**config.mk**
```make
export PLATFORM = sky130hd
export DESIGN_NAME = ustream_win_count
export DESIGN_NICKNAME = d
export VERILOG_FILES = /design/src/rtl/ustream_win_count.sv
export SDC_FILE = /design/constraint.sdc
export NUM_CORES = 1
export LEC_CHECK = 0
export CORE_ASPECT_RATIO = 1.5
export CORE_MARGIN = 2
export CORE_UTILIZATION = 46
export CTS_CLUSTER_DIAMETER = 30
export DETAILED_ROUTE_END_ITERATION = 7
export PLACE_DENSITY = 0.73
export SKIP_LAST_GASP = 1
export SYNTH_ARGS = -nofsm -noshare
export SYNTH_HDL_FRONTEND = slang
export SYNTH_SLANG_ARGS = --single-unit
export TNS_END_PERCENT = 10
```
**constraint.sdc**
```tcl
create_clock -name clk -period 1.9 [get_ports clk]
set_input_delay 0.38 -clock clk [delete_from_list [all_inputs] [get_ports clk]]
set_output_delay 0.38 -clock clk [all_outputs]
set_load 0.05 [all_outputs]
```
**src/rtl/ustream_win_count.sv**
```systemverilog
// rtl/ustream_win_count.sv - windowed 1s counter for a unary bitstream
// Counts 1s over 2^WIDTH enabled samples; the result is released through valid/ready.
module ustream_win_count #(
  parameter int WIDTH   = 8,
  parameter int LOGINUM = 2
) (
  input  logic                     clk,
  input  logic                     rst,
  input  logic                     start,
  input  logic                     en,
  input  logic                     in,
  input  logic                     ready,
  output logic                     busy,
  output logic                     valid,
  output logic [WIDTH:0]           cnt_out,
  output logic [WIDTH+LOGINUM:0]   sum_out
);

  typedef enum logic [1:0] {
    S_IDLE  = 2'd0,
    S_COUNT = 2'd1,
    S_HOLD  = 2'd2
  } state_t;

  state_t           r_state;
  logic [WIDTH:0]   r_acc;
  logic [WIDTH-1:0] r_cyc;
  logic [WIDTH:0]   w_acc_next;
  logic             w_last;

  // One extra accumulator bit lets an all-ones window reach exactly 2^WIDTH.
  assign w_acc_next = r_acc + {{WIDTH{1'b0}}, in};
  assign w_last     = (r_cyc == {WIDTH{1'b1}});

  always_ff @(posedge clk) begin
    if (rst) begin
      r_state <= S_IDLE;
      r_acc   <= '0;
      r_cyc   <= '0;
      cnt_out <= '0;
      sum_out <= '0;
      busy    <= 1'b0;
      valid   <= 1'b0;
    end else begin
      case (r_state)
        S_IDLE: begin
          busy  <= 1'b0;
          valid <= 1'b0;
          if (start) begin
            r_state <= S_COUNT;
            r_acc   <= '0;
            r_cyc   <= '0;
            busy    <= 1'b1;
          end
        end

        S_COUNT: begin
          if (en) begin
            if (w_last) begin
              cnt_out <= w_acc_next;
              sum_out <= {w_acc_next, {LOGINUM{1'b0}}};
              r_cyc   <= '0;
              r_state <= S_HOLD;
              busy    <= 1'b0;
              valid   <= 1'b1;
            end else begin
              r_acc <= w_acc_next;
              r_cyc <= r_cyc + 1'b1;
            end
          end
        end

        S_HOLD: begin
          // Outputs stay frozen until the consumer takes them.
          if (ready) begin
            valid <= 1'b0;
            if (start) begin
              r_state <= S_COUNT;
              r_acc   <= '0;
              r_cyc   <= '0;
              busy    <= 1'b1;
            end else begin
              r_state <= S_IDLE;
            end
          end
        end

        default: begin
          r_state <= S_IDLE;
          busy    <= 1'b0;
          valid   <= 1'b0;
        end
      endcase
    end
  end

endmodule

```
==> results of run 1 <==
[logic make-up (layout without fill, tap and decap cells)]
logic type | after synthesis | after routing | share of synthesized area
AND/OR/NAND/NOR | 66 | 66 | 0.231
buffers and inverters | 19 | 54 | 0.0775
XOR/XNOR | 7 | 7 | 0.0400
other | 1 | 2 | 0.00244
flip-flops | 30 | 30 | 0.392
adder cells (fa/ha/maj) | 3 | 3 | 0.0245
multiplexers | 4 | 4 | 0.0261
AO/OA/AOI/OAI | 44 | 44 | 0.207
[sequential cells by signal, summed over array words and instances (netlist names)]
register,cells
busy,1
r_cyc,8
r_state,2
valid,1
r_acc,9
sum_out,9
[power breakdown]
part           leakage, nW  switching [mW]  internal [mW]  total, mW
combinational        0.428          0.0651         0.0526      0.118
clock               0.0482           0.228          0.292      0.520
sequential           0.242         0.00554          0.634      0.640
total                0.719           0.299          0.978       1.28
[layout make-up]
type                       count  area [µm²]
clock inverter                 1        5.00
sequential                    30         601
clock buffer                   7        86.3
timing repair buffer          43         388
tap                           40        50.0
inverter                       3        11.3
multi-input combinational    126         828
fill                         270        1190
[routing by layer]
metal | part of all wire | GRT usage
met5 | 0 | 0
met4 | 0.013 | 0.126
met3 | 0.033 | 0.0536
met2 | 0.53 | 0.339
met1 | 0.42 | 0.197
[worst min-delay path by stage]
stage / from / endpoint / slack [ns] / cells after the start
floorplan: r_cyc[7] / r_cyc[7] / 0.45 / 1
detailed placement: busy / busy / 0.47 / 2
global route: busy / busy / 0.50 / 2
CTS: busy / busy / 0.48 / 2
finish: r_acc[8] / r_acc[8] / 0.48 / 1
global placement: busy / busy / 0.46 / 2
[per-stage QoR]
stage	TNS, ns	total power [mW]	setup slack, ns	cells	hold slack, ns
floorplan	0	0.719	0.195	175	0.449
global placement	-0.898	0.768	-0.226	242	0.463
detailed placement	-1.31	0.770	-0.258	242	0.467
CTS	0	1.29	0.0388	250	0.479
global route	-0.0286	1.33	-0.0286	250	0.499
finish	0	1.28	0.0608	250	0.480
[placed cells by master (no fill, tap or decap), drive strengths merged, types with 2 or more instances in the layout]
| cell | instances |
|---|---|
| xor2 | 2 |
| nand2 | 9 |
| a221o | 4 |
| nand3 | 7 |
| ha | 3 |
| o21ai | 6 |
| nor3 | 6 |
| nand2b | 2 |
| buf | 22 |
| nor2 | 21 |
| nand4 | 2 |
| o21a | 2 |
| a21o | 2 |
| and2 | 3 |
| a21oi | 11 |
| nor3b | 2 |
| nand4b | 3 |
| conb | 2 |
| o22ai | 2 |
| xnor2 | 5 |
| dfxtp | 30 |
| inv | 3 |
| clkbuf | 7 |
| a211oi | 5 |
| and3 | 2 |
| mux2i | 4 |
| clkdlybuf4s50 | 21 |
| a311oi | 4 |
| nand3b | 3 |
==> impl_metrics.py, run 1 <==
metrics = {
    "outcome": {
        "run_status": "completed",
    },
    "drt": {
        "drt_iter0_markers": 17,
        "final_antenna_net_count": 0,
        "via_per_inst": 5.55,
        "wl_per_cell_um": 13.1,
        "dr.pass1.iters": 4,
        "routed_wl_um": 3280,
        "drc": 0,
        "vias": 1388,
    },
    "synth": {
        "synthArstFlopShare": 0,
        "synth_area_leader_cell": "dfxtp_1",
        "synth_seq_area_share": 0.392,
        "ys_ff_latch": 30,
        "synthTopCellsByArea": "dfxtp_1, buf_4, nor2_1, a21oi_1, xnor2_1",
        "synth.distinct_cells": 45,
        "synthesis.area_um2": 1530,
        "synth_common_cells": "dfxtp_1, nor2_1, buf_4",
        "synthCells": 174,
        "ys.flop_type": "dfxtp_1",
        "synth_top_cell_area_share": 0.392,
        "syn_avg_cell_area_um2": 8.82,
        "synth_edf_count": 0,
        "synth_warnings": 0,
        "yosysMostFrequentCell": "dfxtp_1",
    },
    "sta": {
        "setup_viol": 0,
        "tightest_slew_ns": 0.507,
        "finClkSkew_ns": 0.00832,
        "final-hold-violation-count": 0,
        "fin_crit_sh": 0.968,
        "max-slew-margin-rel": 0.661,
        "slew_viol_final": 0,
        "min_period_ns": 1.84,
        "fmax_ghz": 0.544,
        "grt_setup_unrepaired": "yes",
    },
    "final_layout": {
        "drive_above_1_share": 0.176,
        "finalInstanceArea_um2": 1970,
        "syn_to_final_growth_pct": 28.4,
        "nNetsFinal": 218,
        "final_core_util": 0.623,
        "diodes": 0,
    },
    "critical_path": {
        "critPathBufInv": 1,
        "reg2reg_depth": 5,
        "slowest_stage": "clkdlybuf4s50_1",
        "worstPathCellList": "clkdlybuf4s50_1 > ha_1 > nand3_1 > or3_4 > and2_1 > a221o_1",
        "crit_start": "in",
        "rrSetupSlack_ns": 0.16,
        "setup.worst_path.start_class": "primary input",
        "cp_max_fo": 3,
        "cp-endpoint": "r_acc[7]",
        "r2r_start": "r_cyc[1]",
        "arrival_ns": 2.00,
        "cp_top_family": "simple AND/OR/NAND/NOR gates",
        "crit_type": "primary input to flop",
        "crit_path_end_kind": "flop",
        "rr_endpoint": "r_acc[7]",
        "crit_path_max_incr_delay_ns": 0.46,
        "critical_path_required_ns": 2.06,
        "crit_cells": 6,
    },
    "clock_tree": {
        "cts_buffers": 5,
        "clock_latency_ns": 0.28,
        "htree_levels": 2,
        "cts_resized": 0,
        "ctsHoldBuffers": 0,
        "cts_sinks": 30,
        "post_cts_buffers": 0,
        "cts_tree": "yes",
        "clk_pin_slew_ns": 0.07,
        "cts-root-buf": "clkbuf_8",
        "cts_max_path_buffers": 2,
    },
    "placed_design": {
        "io_buffer_count": 25,
        "dp_hpwl_um": 2510,
        "place_area_um2": 1870,
        "routabilityCongestion": 0.853,
    },
    "power": {
        "cellLeakagePower_nw": 0.719,
        "vdd_drop_max_v": 0.000733,
        "power.density_nw_per_um2": 649,
    },
    "floorplanning": {
        "core_area_um2": 3160,
        "dieArea_um2": 3820,
        "die_height_um": 74.7,
        "start_util": 0.486,
        "die_x_um": 51.2,
        "io_pins": 28,
        "rows": 25,
    },
    "global_route": {
        "antenna_found_initial": 0,
        "grt_use_total": 0.192,
        "grt_pass1_vias": 1317,
        "overflow": 0,
        "grt_pass1_wl_um": 5510,
        "grt_max_degree": 17,
    },
    "worst_hold_path": {
        "holdCritPathClass": "flop to flop",
    },
    "flow_run": {
        "max_cap_viol_count": 0,
    },
}
Power figures use the tool's default switching activity.
==> run 2, diff against run 1 <==
CORE_ASPECT_RATIO = default   (was 1.5)
==> run 2 against run 1 <==
The flow now finishes with violations (negative setup slack). Global-route usage up 1.6 points. Clock power fell by 22%. Sequential power hardly changed. Total power fell by 9.1%. Wire length rose by 3.6%. Critical endpoint is now cnt_out[7]. Hold slack got worse by 0.011 ns. Critical path depth is 5 lower. Combinational power is essentially flat. First-iteration DRC count rose to 4.3 times the previous value. Setup slack got worse by 0.061 ns. Clock-buffer cell count decreased by 1.
==> impl_metrics.py, run 2 (synthesis gave the netlist of run 1 again) <==
metrics = {
    "drt": {
        "final_antenna_net_count": 0,
        "routed_wl_um": 3400,
        "drc": 0,
        "dr.pass1.iters": 4,
        "drt_iter0_markers": 73,
        "wl_per_cell_um": 13.4,
        "via_per_inst": 5.52,
        "vias": 1403,
    },
    "sta": {
        "grt_setup_unrepaired": "yes",
        "min_period_ns": 1.90,
        "max-slew-margin-rel": 0.656,
        "tns_ns": -0.0000469,
        "setup_viol": 1,
        "fin_crit_sh": 1.00,
        "slew_viol_final": 0,
        "hold_slack_ns": 0.469,
        "tightest_slew_ns": 0.514,
        "fmax_ghz": 0.526,
        "layout_setup_ws_ns": -0.0000469,
        "finClkSkew_ns": 0.00679,
        "final-hold-violation-count": 0,
    },
    "worst_hold_path": {
        "holdCritPathClass": "flop to flop",
    },
    "global_route": {
        "grt_pass1_vias": 1338,
        "grt_max_degree": 21,
        "grt_pass1_wl_um": 5840,
        "overflow": 0,
        "antenna_found_initial": 0,
        "grt_use_total": 0.208,
    },
    "critical_path": {
        "arrival_ns": 1.52,
        "rrSetupSlack_ns": 0.19,
        "rr_endpoint": "sum_out[6]",
        "cp_max_fo": 3,
        "crit_path_end_kind": "output port",
        "slowest_stage": "clkdlybuf4s50_1",
        "setup.worst_path.start_class": "flop",
        "worstPathCellList": "clkdlybuf4s50_1",
        "crit_type": "flop to output port",
        "crit_cells": 1,
        "crit_start": "sum_out[9]",
        "r2r_start": "r_cyc[1]",
        "cp-endpoint": "cnt_out[7]",
        "crit_path_max_incr_delay_ns": 0.82,
        "critical_path_required_ns": 1.52,
        "cp_top_family": "buffers and inverters",
        "critPathBufInv": 1,
        "reg2reg_depth": 6,
    },
    "clock_tree": {
        "post_cts_buffers": 0,
        "clk_pin_slew_ns": 0.10,
        "cts_buffers": 5,
        "cts_tree": "yes",
        "cts_max_path_buffers": 2,
        "ctsHoldBuffers": 0,
        "cts-root-buf": "clkbuf_4",
        "cts_sinks": 30,
        "clock_latency_ns": 0.33,
        "cts_resized": 1,
        "htree_levels": 2,
    },
    "power": {
        "vdd_drop_max_v": 0.000410,
        "pwr-share-comb": 0.101,
        "power.density_nw_per_um2": 603,
        "sw_frac_of_total": 0.257,
        "netSwitchingPower_uw": 298,
        "cellLeakagePower_nw": 0.736,
        "clkPwrFrac": 0.349,
        "p_seq_frac": 0.550,
        "design_power_total_mw": 1.16,
        "p_int_uw": 863,
    },
    "floorplanning": {
        "io_pins": 28,
        "core_area_um2": 3100,
        "rows": 20,
        "dieArea_um2": 3810,
        "start_util": 0.494,
        "die_x_um": 61.7,
        "die_height_um": 61.7,
    },
    "final_layout": {
        "final_common_cell": "dfxtp_1",
        "final_cell_mix": "dfxtp_1, buf_4, nor2_1, clkdlybuf4s50_1, a21oi_1",
        "syn_to_final_growth_pct": 25.5,
        "nNetsFinal": 218,
        "reg_top3": "r_acc: 9 flops, sum_out: 9 flops, r_cyc: 8 flops",
        "drive_above_1_share": 0.195,
        "diodes": 0,
        "finalInstanceArea_um2": 1930,
    },
    "placed_design": {
        "dp_hpwl_um": 2490,
        "io_buffer_count": 25,
        "dp_slack_ns": -0.261,
        "place_area_um2": 1860,
        "routabilityCongestion": 0.782,
    },
    "outcome": {
        "run_status": "finished with violations",
        "violations": "negative setup slack",
    },
    "flow_run": {
        "max_cap_viol_count": 0,
    },
}
==> run 2: cell types whose count changed in the layout (fill, tap and decap cells not counted), moves of 5 or more <==
cell	before	now
buf_4	21	26
clkbuf_4	0	5
clkbuf_8	6	1
clkdlybuf4s50_1	21	14
==> run 2: worst min path at each step <==
stage / startpoint / endpoint / slack [ns] / cells past startpoint
after CTS: busy / busy / 0.47 / 2
after floorplan: r_cyc[7] / r_cyc[7] / 0.45 / 1
final: busy / busy / 0.47 / 2
after global routing: r_acc[8] / r_acc[8] / 0.51 / 1
after global placement: busy / busy / 0.46 / 2
after detailed placement: busy / busy / 0.46 / 2
==> run 2: per-layer routing <==
layer  global-route usage  vias to the layer above  share of wire
met1                0.269                      668           0.46
met4               0.0760                        0          0.013
li1                     -                      690              -
met3               0.0559                        5          0.059
met2                0.335                       40           0.47
met5                    0                        -              0
==> run 2: cell type report <==
class                      instances  area, µm²
fill                             285       1180
multi-input combinational        126        818
sequential                        30        601
timing repair buffer              43        377
tap                               44       55.1
clock buffer                       6       51.3
clock inverter                     2       12.5
inverter                           3       11.3
==> run 2: worst register-to-register path, stage by stage (launching register included) <==
cell,delay [ns]
dfxtp_1,0.44
ha_1,0.23
nand3_1,0.18
nor3_4,0.29
buf_12,0.17
nor2_1,0.05
a311oi_1,0.26
==> run 2: stage by stage <==
stage           util  instances
2_1_floorplan      -        175
3_3_place_gp   0.600        246
3_5_place_dp   0.600        246
4_1_cts        0.620        254
5_1_grt        0.621        254
6_report       0.621        254
==> run 2: power groups by stage <==
stage / Combinational, mW / Clock, mW / Sequential (mW)
2_1_floorplan: 0.0611 / 0 / 0.658
3_3_place_gp: 0.115 / 0 / 0.653
3_5_place_dp: 0.116 / 0 / 0.653
4_1_cts: 0.116 / 0.416 / 0.639
5_1_grt: 0.128 / 0.445 / 0.640
6_report: 0.117 / 0.406 / 0.639
